<file path="src/rtl/sprite_slot_writer.sv">
// ---------------------------------------------------------------------------
// sprite_slot_writer
//
// Bus initiator for the video-slot write port of one sprite core. It takes
// high-level commands (set position, set ctrl, set bypass, bitmap upload)
// and turns each into single-cycle slot writes. Bitmap pixels arrive on a
// valid/ready stream and are written to consecutive sprite RAM addresses.
//
// Ports:
//   clk, reset           system clock, synchronous active-low reset
//   frame_tick           one-cycle pulse at start of vertical blank
//   cmd_valid/cmd_ready  command handshake; cmd_op selects the operation
//   cmd_x, cmd_y         sprite origin for SET_POS
//   cmd_val              ctrl value (SET_CTRL) / bypass in bit 0 (SET_BYPASS)
//   cmd_base, cmd_len    first RAM address and pixel count for UPLOAD
//   px_valid/px_ready    pixel stream handshake, px_data is the pixel code
//   cs, write, addr,
//   wr_data              registered slot write interface (write == cs)
//   busy                 high whenever the writer is not idle
//   done                 one-cycle pulse when a command completes
// ---------------------------------------------------------------------------
module sprite_slot_writer #(
  parameter int ADDR_WIDTH = 13,
  parameter int SYNC_POS   = 1
) (
  input  logic                  clk,
  input  logic                  reset,
  input  logic                  frame_tick,
  input  logic                  cmd_valid,
  output logic                  cmd_ready,
  input  logic [1:0]            cmd_op,
  input  logic [10:0]           cmd_x,
  input  logic [10:0]           cmd_y,
  input  logic [4:0]            cmd_val,
  input  logic [ADDR_WIDTH-1:0] cmd_base,
  input  logic [ADDR_WIDTH:0]   cmd_len,
  input  logic                  px_valid,
  output logic                  px_ready,
  input  logic [1:0]            px_data,
  output logic                  cs,
  output logic                  write,
  output logic [13:0]           addr,
  output logic [31:0]           wr_data,
  output logic                  busy,
  output logic                  done
);

  localparam logic [2:0] S_IDLE      = 3'd0;
  localparam logic [2:0] S_SYNC_WAIT = 3'd1;
  localparam logic [2:0] S_WR_X      = 3'd2;
  localparam logic [2:0] S_WR_Y      = 3'd3;
  localparam logic [2:0] S_WR_REG    = 3'd4;
  localparam logic [2:0] S_UPLOAD    = 3'd5;
  localparam logic [2:0] S_FIN       = 3'd6;

  localparam logic [1:0] OP_SET_POS    = 2'd0;
  localparam logic [1:0] OP_SET_CTRL   = 2'd1;
  localparam logic [1:0] OP_SET_BYPASS = 2'd2;

  localparam logic [13:0] REG_BYPASS = 14'h2000;
  localparam logic [13:0] REG_X0     = 14'h2001;
  localparam logic [13:0] REG_Y0     = 14'h2002;
  localparam logic [13:0] REG_CTRL   = 14'h2003;

  logic [2:0]            state_q,   state_d;
  logic [10:0]           x_q,       x_d;
  logic [10:0]           y_q,       y_d;
  logic [ADDR_WIDTH-1:0] ptr_q,     ptr_d;
  logic [ADDR_WIDTH:0]   rem_q,     rem_d;
  logic                  cs_q,      cs_d;
  logic [13:0]           addr_q,    addr_d;
  logic [31:0]           wr_data_q, wr_data_d;

  // Handshakes are qualified with reset so nothing is accepted (and no
  // pixel is consumed) in a cycle where reset is being applied.
  assign cmd_ready = reset && (state_q == S_IDLE);
  assign px_ready  = reset && (state_q == S_UPLOAD) && (rem_q != '0);

  assign cs      = cs_q;
  assign write   = cs_q;
  assign addr    = addr_q;
  assign wr_data = wr_data_q;
  assign busy    = (state_q != S_IDLE);
  assign done    = (state_q == S_FIN);

  // Bus registers are loaded on the same edge the FSM enters the state that
  // owns the write, so the write is visible in that state's cycle.
  always_comb begin
    state_d   = state_q;
    x_d       = x_q;
    y_d       = y_q;
    ptr_d     = ptr_q;
    rem_d     = rem_q;
    cs_d      = 1'b0;
    addr_d    = addr_q;
    wr_data_d = wr_data_q;

    case (state_q)
      S_IDLE: begin
        if (cmd_valid && cmd_ready) begin
          case (cmd_op)
            OP_SET_POS: begin
              x_d = cmd_x;
              y_d = cmd_y;
              if (SYNC_POS != 0) begin
                state_d = S_SYNC_WAIT;
              end else begin
                state_d   = S_WR_X;
                cs_d      = 1'b1;
                addr_d    = REG_X0;
                wr_data_d = {21'd0, cmd_x};
              end
            end
            OP_SET_CTRL: begin
              state_d   = S_WR_REG;
              cs_d      = 1'b1;
              addr_d    = REG_CTRL;
              wr_data_d = {27'd0, cmd_val};
            end
            OP_SET_BYPASS: begin
              state_d   = S_WR_REG;
              cs_d      = 1'b1;
              addr_d    = REG_BYPASS;
              wr_data_d = {31'd0, cmd_val[0]};
            end
            default: begin
              ptr_d   = cmd_base;
              rem_d   = cmd_len;
              state_d = (cmd_len == '0) ? S_FIN : S_UPLOAD;
            end
          endcase
        end
      end
      S_SYNC_WAIT: begin
        if (frame_tick) begin
          state_d   = S_WR_X;
          cs_d      = 1'b1;
          addr_d    = REG_X0;
          wr_data_d = {21'd0, x_q};
        end
      end
      S_WR_X: begin
        state_d   = S_WR_Y;
        cs_d      = 1'b1;
        addr_d    = REG_Y0;
        wr_data_d = {21'd0, y_q};
      end
      S_WR_Y:   state_d = S_FIN;
      S_WR_REG: state_d = S_FIN;
      S_UPLOAD: begin
        // Once the count is exhausted the final write is on the bus this
        // cycle, so FIN follows directly.
        if (rem_q == '0) begin
          state_d = S_FIN;
        end else if (px_valid && px_ready) begin
          cs_d                     = 1'b1;
          addr_d                   = '0;
          addr_d[ADDR_WIDTH-1:0]   = ptr_q;
          wr_data_d                = {30'd0, px_data};
          ptr_d                    = ptr_q + 1'b1;  // wraps modulo RAM size
          rem_d                    = rem_q - 1'b1;
        end
      end
      S_FIN:   state_d = S_IDLE;
      default: state_d = S_IDLE;
    endcase
  end

  always_ff @(posedge clk) begin
    if (!reset) begin
      state_q   <= S_IDLE;
      x_q       <= '0;
      y_q       <= '0;
      ptr_q     <= '0;
      rem_q     <= '0;
      cs_q      <= 1'b0;
      addr_q    <= '0;
      wr_data_q <= '0;
    end else begin
      state_q   <= state_d;
      x_q       <= x_d;
      y_q       <= y_d;
      ptr_q     <= ptr_d;
      rem_q     <= rem_d;
      cs_q      <= cs_d;
      addr_q    <= addr_d;
      wr_data_q <= wr_data_d;
    end
  end

endmodule

</file>
<file path="config.mk">
export PLATFORM = sky130hd
export DESIGN_NAME = sprite_slot_writer
export DESIGN_NICKNAME = d
export VERILOG_FILES = /design/src/rtl/sprite_slot_writer.sv
export SDC_FILE = /design/constraint.sdc
export NUM_CORES = 1
export LEC_CHECK = 0
export BUFFER_PORTS_ARGS = -buffer_cell sky130_fd_sc_hd__buf_2
export CAP_MARGIN = 40
export CORE_MARGIN = 4
export CORE_UTILIZATION = 55
export CTS_CLUSTER_SIZE = 12
export DETAILED_ROUTE_END_ITERATION = 8
export PLACE_DENSITY = 0.8
export SETUP_SLACK_MARGIN = 0.02
export SLEW_MARGIN = 20
export SYNTH_ARGS = -nofsm -noshare
export SYNTH_HDL_FRONTEND = slang
export SYNTH_SLANG_ARGS = --single-unit
</file>
<file path="constraint.sdc">
create_clock -name clk -period 4.3 [get_ports clk]
set_input_delay 0.43 -clock clk [delete_from_list [all_inputs] [get_ports clk]]
set_output_delay 0.43 -clock clk [all_outputs]
set_load 0.01 [all_outputs]
</file>
==> impl_metrics.tcl, run 1 <==
set metrics [dict create \
    outcome "finished clean" \
    setup_viol 0 \
    die_w_um 94.9 \
    worst_ep_arrival_time_ps 2540 \
    ys_seq_elements 78 \
    grt_pass1_wl_mm 16.6 \
    ir_worst_vdd_v 0.000210 \
    antenna_found_initial 0 \
    vias 3945 \
    drv_cap 0 \
    cts_hold_buf 0 \
    synthTopCellsByArea "dfxtp_1 38%, nand2_1 9.1%, buf_4 4.5%, a21oi_1 3.5%, a32o_1 3.4%" \
    yosys.area.top_type_share_pct 37.6 \
    dr.pass1.iters 5 \
    drv_slew 0 \
    start_util_pct 57.0 \
    gp_congestion 0.850 \
    fin_cells 687 \
    cp.required_ps 3870 \
    yosys-top-cells-count "101 x nand2_1, 78 x dfxtp_1, 29 x a21oi_1, 25 x buf_4, 22 x clkbuf_1" \
    crit_type "register to primary output" \
    synth.most_common_cell "nand2_1" \
    ys_seq_area_share_pct 37.6 \
    drive_gt1_share_pct 21.9 \
    wl_per_cell_um 15.0 \
    place_inst 669 \
    dp_hpwl_mm 7.33 \
    worstMarginPinSlew_ps 809 \
    hold_viol 0 \
    first_global_vias 3588 \
    syn_avg_cell_area_um2 8.17 \
    r2r_cells 5 \
    grt_usage_pct 23.0 \
    cts_resized 0 \
    nets 654 \
    rows 31 \
    htreeDepth 3 \
    postCtsSetupRepairBufs 0 \
    core_um2 7290 \
    die_area_um2 9010 \
    drtIter0Drc 182 \
    ys_warn_count 0 \
    critPathMaxFanout 15 \
    timing.rr.start "state_q[0]" \
    cp-start-kind "register" \
    min-delay-start "cmd_y[7]" \
    cts_root_buffer "clkbuf_8" \
    holdPathStages 3 \
    power.density_nw_per_um2 411 \
    reg2reg_to "wr_data[0]" \
    syn_area_um2 4160 \
    finalCritPeriodShare_pct 69.0 \
    rsz0062_at_grt "false" \
    post-route-util_pct 65.5 \
    grt_most_used_layer "met2" \
    grt_start_max_net_pins 86 \
    grt_use_met1_pct 30.4 \
    placed_area_um2 4550 \
    holdWs_ps 300 \
    met2_usage_pct 38.3 \
    areaGrowthSynthToFinish_pct 14.8 \
    synth_flop_cell "dfxtp_1" \
    cellLeakagePower_nw 1.99 \
    synth_area_leader_cell "dfxtp_1" \
    clock.fmax_mhz 337 \
    cts_tree "done" \
    numPortBuffers 93 \
    wl_mm 10.3 \
    fin_area_um2 4770 \
    vias_per_cell 5.74 \
    synth_cell_type_count 62 \
    worstSetupEndpointType "primary output" \
    drc 0 \
    power_mw 1.96 \
    rrSetupSlack_ps 1870 \
    ctsLongestPathBuffers 2 \
    fp.dieH_um 94.9 \
    clk_pin_slew_ps 90 \
    pre_cts_ws_ps 1570 \
    numCtsBuffers 9 \
    fin_crit_ps 2970 \
    ant_nets 0 \
    finalClockSkew_ps 8.59 \
    clkLatencyLatePin_ps 350 \
    layout_setup_ws_ps 1330 \
    async_reset_ff_share_pct 0 \
    cts_sinks 78 \
    netlist_instances 509 \
    antennaDiodeCount 0 \
    grt_use_met3_pct 4.94 \
    min_to "y_q[7]" \
    grt_overflow 0 \
    hold_class "input pin to register" \
    setup_tns_ps 0 \
    num_io_pins 115 \
    slew_headroom_pct 46.1 \
    synth_edf_count 0 \
]
[sequential cells by signal, summed over array words and instances (netlist names)]
name     flops
state_q      3
x_q         11
wr_data     11
cs           1
addr        14
rem_q       14
y_q         11
ptr_q       13
[cells in the final DEF (no fill, tap or decap), drive strengths merged, types with 4 or more instances in the layout]
cell | netlist | final
a21boi | 27 | 27
a21oi | 31 | 31
a222oi | 4 | 4
a22o | 6 | 6
a31o | 4 | 4
a31oi | 4 | 4
a32o | 14 | 14
buf | 35 | 100
clkbuf | 22 | 9
conb | 1 | 21
dfxtp | 78 | 78
ha | 8 | 8
inv | 9 | 14
mux2i | 10 | 10
nand2 | 101 | 101
nand3 | 8 | 8
nor2 | 21 | 21
nor2b | 4 | 4
nor3 | 22 | 22
nor4 | 6 | 6
o211ai | 9 | 9
o21ai | 25 | 25
o22ai | 7 | 7
or2 | 4 | 4
[worst max-delay path, cell delays in order, from the launching register on]
cell and delay (ps):
dfxtp_1 610, nor2b_1 390, and2_1 500, buf_4 310, nand2_1 120, nor2_1 110, buf_2 140
[final cells by class]
type	instances	area (um2)
timing repair buffer	100	542
clock inverter	7	61.3
multi-input combinational	385	2330
clock buffer	9	124
fill	671	2520
sequential	78	1560
tap	99	124
inverter	9	33.8
[power breakdown]
group	switching (mW)	total, mW	internal (mW)
logic	0.355	0.588	0.233
registers	0.0709	0.851	0.780
clock network	0.301	0.523	0.222
[how the worst max path moves through the flow]
| stage | slack [ps] | from | endpoint | depth (start not counted) |
|---|---|---|---|---|
| 2_1_floorplan | 2310 | rem_q[0] | rem_q[12] | 7 |
| 3_3_place_gp | 1640 | state_q[1] | rem_q[13] | 5 |
| 3_5_place_dp | 1570 | state_q[1] | rem_q[13] | 5 |
| 4_1_cts | 1380 | state_q[0] | px_ready | 6 |
| 5_1_grt | 1170 | state_q[0] | px_ready | 6 |
| 6_report | 1330 | state_q[0] | px_ready | 6 |
[logic make-up (layout without fill, tap and decap cells)]
kind of cell    count (synthesis)  after routing  synth area share [%]
mux                            12             12                  2.95
other cells                     1             21                0.0902
fa+ha+maj                       8              8                  2.41
flops                          78             78                  37.6
compound gates                153            153                  26.4
simple gates                  191            191                  22.1
buf+inv                        66            125                  8.52
[layer usage]
layer / up-vias / part of all wire (%) / wire length [um]
met5: - / 0 / 0
met4: 0 / 0.71 / 73
met3: 6 / 8.3 / 853
met2: 151 / 47 / 4850
met1: 1831 / 44 / 4500
li1: 1957 / - / -
Power figures use the tool's default switching activity.
==> run 2, diff against run 1 <==
CORE_UTILIZATION = 48   (was 55)
PLACE_DENSITY = 0.74   (was 0.8)
clock period = 2.7 ns   (was 4.3 ns; I/O delays follow)
==> impl_metrics.tcl, run 2 (same netlist as run 1, synthesis figures left out) <==
set metrics [dict create \
    drtIter0Drc 242 \
    first_global_vias 3754 \
    clkLatencyLatePin_ps 370 \
    rows 33 \
    worstSetupEndpointType "primary output" \
    antennaDiodeCount 0 \
    numPortBuffers 93 \
    clk_pin_slew_ps 90 \
    dp_hpwl_mm 7.70 \
    m1WireLength_mm 4.84 \
    power.density_nw_per_um2 672 \
    holdWs_ps 128 \
    areaGrowthSynthToFinish_pct 15.6 \
    ant_nets 0 \
    grt_pass1_wl_mm 17.5 \
    gp_congestion 0.891 \
    critPathMaxFanout 14 \
    worstMarginPinSlew_ps 830 \
    cellLeakagePower_nw 2.02 \
    route.met2.wl_mm 4.92 \
    antenna_found_initial 0 \
    die_w_um 101 \
    pre_cts_ws_ps 443 \
    mostFrequentLayoutCells "101 x nand2_1, 93 x buf_2, 78 x dfxtp_1" \
    cts_resized 0 \
    dr_wl_met3_um 875 \
    cp.required_ps 2430 \
    fp.dieH_um 101 \
    cts_root_buffer "clkbuf_8" \
    finalCritPeriodShare_pct 89.5 \
    setup_viol 0 \
    cts_tree "done" \
    drc 0 \
    fin_crit_ps 2420 \
    cts_hold_buf 0 \
    start_util_pct 49.8 \
    num_io_pins 115 \
    layout_setup_ws_ps 283 \
    worst_ep_arrival_time_ps 2150 \
    rsz0062_at_grt "false" \
    clock.fmax_mhz 414 \
    grt_usage_pct 21.0 \
    drv_cap 0 \
    nets 659 \
    drive_gt1_share_pct 22.6 \
    grt_overflow 0 \
    slew_headroom_pct 44.7 \
    postCtsSetupRepairBufs 0 \
    wl_per_cell_um 15.5 \
    wl_mm 10.8 \
    ir_worst_vdd_v 0.000305 \
    dr.pass1.iters 6 \
    die_area_um2 10200 \
    core_um2 8340 \
    cts_sinks 78 \
    layout_commonest_cell "nand2_1" \
    htreeDepth 3 \
    cp-start-kind "register" \
    hold_viol 0 \
    place_inst 682 \
    vias 3965 \
    drv_slew 0 \
    top_layer_used "met4" \
    grt_start_max_net_pins 86 \
    fin_cells 698 \
    post-route-util_pct 57.6 \
    hold_class "input pin to register" \
    setup_tns_ps 0 \
    ctsLongestPathBuffers 2 \
    vias_per_cell 5.68 \
    outcome "finished clean" \
    crit_type "register to primary output" \
    finalClockSkew_ps 15.0 \
    numCtsBuffers 9 \
]
-- run 2: cell types whose count changed in the layout (fill, tap and decap cells not counted), sizes merged --
cell      previous run  this run
bufinv               0         1
clkinvlp             2         0
buf                100       105
inv                 14        13
clkinv               0         2
-- run 2: path summary, 6_finish.rpt --
kind	startpoint	endpoint	slack (ps)	depth (start not counted)
worst max-delay path	state_q[0]	px_ready	280	6
worst min-delay path	cmd_y[5]	y_q[5]	130	3
worst max register to register	rem_q[0]	addr[9]	470	7
worst min register to register	x_q[1]	x_q[1]	460	2
-- run 2: power breakdown --
part           internal [mW]  total, mW  switching (mW)
clock network          0.440      0.915           0.475
logic                  0.386      0.958           0.571
registers               1.24       1.36           0.117
-- run 2: critical path: stages (launching register included) --
cell and delay [ps]:
dfxtp_1 590, nor2b_1 350, and2_1 230, buf_4 220, nand2_1 130, nor2_1 120, buf_2 150
-- run 2: layout make-up --
type / instances / area, um2
clock buffers: 9 / 124
clock inverters: 7 / 78.8
fillers: 813 / 3530
inverters: 9 / 33.8
multi-input cells: 385 / 2320
flip-flops and latches: 78 / 1560
well taps: 105 / 131
repair buffers: 105 / 556
-- run 2: layer usage --
metal  up-vias  GRT usage, %
li1       1963             -
met1      1821          28.6
met2       166          33.8
met3        15          3.25
met4         0          7.36
met5         -             0
-- run 2: stage by stage --
stage / cell area (um2) / power (mW)
global route: 4810 / 3.42
detailed placement: 4600 / 2.33
finish: 4810 / 3.23
CTS: 4810 / 3.24
floorplan: 4230 / 2.07
global placement: 4600 / 2.30
==> run 3, diff against run 2 <==
--- a/config.mk
+++ b/config.mk
@@ -9,2 +9,3 @@
 export CAP_MARGIN = 40
+export CORE_ASPECT_RATIO = 0.6
 export CORE_MARGIN = 4
--- a/constraint.sdc
+++ b/constraint.sdc
@@ -3,2 +3,2 @@
 set_output_delay 0.27 -clock clk [all_outputs]
-set_load 0.01 [all_outputs]
+set_load 0.1 [all_outputs]
==> impl_metrics.tcl, run 3 (same netlist as run 1, synthesis figures left out) <==
set metrics [dict create \
    fin_area_um2 4930 \
    dr.pass1.iters 7 \
    first_global_vias 3636 \
    cts_sinks 78 \
    dp_hpwl_mm 8.25 \
    numPortBuffers 93 \
    hold_class "input pin to register" \
    core_um2 8130 \
    finalCritPeriodShare_pct 87.5 \
    ir_worst_vdd_v 0.000408 \
    htreeDepth 3 \
    nets 661 \
    worst_ep_arrival_time_ps 2090 \
    antennaDiodeCount 0 \
    wl_mm 11.4 \
    outcome "finished clean" \
    pre_cts_ws_ps 429 \
    cts_resized 0 \
    placed_area_um2 4640 \
    grt_usage_pct 22.4 \
    finalClockSkew_ps 5.51 \
    cts_tree "done" \
    cp_slowest_cell "nor4b_1" \
    setup_tns_ps 0 \
    hold_viol 0 \
    clock.fmax_mhz 423 \
    areaGrowthSynthToFinish_pct 18.5 \
    die_w_um 128 \
    path_cells "inv_1, ha_1, nor4b_1, nand4b_2, nand2_1, nor2_2, buf_12" \
    gp_congestion 0.875 \
    worstSetupEndpointType "primary output" \
    drc 0 \
    nFillCells 723 \
    grt_pass1_wl_mm 18.3 \
    drive_gt1_share_pct 22.9 \
    max_stage_delay_ps 360 \
    postCtsSetupRepairBufs 0 \
    critPathBufInv 2 \
    cts_root_buffer "clkbuf_16" \
    post-route-util_pct 60.6 \
    ant_nets 0 \
    numCtsBuffers 9 \
    drv_cap 0 \
    drtIter0Drc 515 \
    wl_per_cell_um 16.2 \
    cp-start-kind "register" \
    vias_per_cell 5.71 \
    antenna_found_initial 0 \
    power.density_nw_per_um2 813 \
    grt_overflow 0 \
    slew_headroom_pct 52.5 \
    setup_viol 0 \
    clk_pin_slew_ps 60 \
    worstMarginPinSlew_ps 713 \
    grt_start_max_net_pins 55 \
    cp.required_ps 2430 \
    start_util_pct 51.1 \
    ctsLongestPathBuffers 2 \
    cellLeakagePower_nw 2.07 \
    power_mw 4.01 \
    die_area_um2 10300 \
    rsz0062_at_grt "false" \
    layout_setup_ws_ps 339 \
    clkLatencyLatePin_ps 340 \
    mostFrequentLayoutCells "101 x nand2_1, 92 x buf_2, 78 x dfxtp_1" \
    layout_commonest_cell "nand2_1" \
    drv_slew 0 \
    fin_crit_ps 2360 \
    fp.dieH_um 80.1 \
    vias 4015 \
    crit_type "register to primary output" \
    rows 25 \
    critPathMaxFanout 5 \
    cts_hold_buf 0 \
    critPathTopFamily "simple AND/OR/NAND/NOR gates" \
    num_io_pins 115 \
]
run 3: cell types whose count changed in the layout (fill, tap and decap cells not counted):
cell        before  now
nor2_1          21   20
clkbuf_1         0    1
bufinv_16        1    0
inv_6            4    0
buf_12           0    1
buf_2           93   92
clkinv_2         1    2
clkinv_4         1    0
clkbuf_16        0    9
clkinvlp_4       0    1
nor2_2           0    1
clkbuf_8         9    3
buf_4           12   14
run 3: layer usage:
layer	wire (um)	GRT usage, %	vias up
met5	0	0	-
li1	-	-	1958
met2	4730	32.1	178
met4	159	6.99	0
met1	5600	32.7	1863
met3	901	5.71	16
run 3: tightest hold or removal path, cell delays in order:
cell and delay, ps:
buf_2 90, nand2_1 40, a21boi_1 50
run 3: area by class of cell:
class / instances / area (um2) / area share [%]
Clock inverter: 3 / 17.5 / 0.355
Multi-Input combinational cell: 385 / 2320 / 47.2
Timing Repair Buffer: 107 / 586 / 11.9
Tap cell: 108 / 135 / 2.74
Clock buffer: 13 / 270 / 5.48
Inverter: 9 / 33.8 / 0.685
Sequential cell: 78 / 1560 / 31.7
run 3: final timing paths:
kind	start	to	slack [ps]	cells past startpoint
min	cmd_y[8]	y_q[8]	170	3
max	rem_q[0]	px_ready	340	7
max reg2reg	rem_q[0]	addr[8]	390	7
min reg2reg	wr_data[0]	wr_data[0]	450	2
run 3: power by group:
group | switching [mW] | internal, mW
Clock | 0.467 | 0.695
Sequential | 0.126 | 1.25
Combinational | 1.08 | 0.395
Total | 1.67 | 2.33
run 3: per-stage QoR:
stage          hold WS, ps  instances
4_1_cts                162        703
5_1_grt                172        703
3_3_place_gp           443        687
3_5_place_dp           448        687
6_report               166        703
2_1_floorplan          405        529
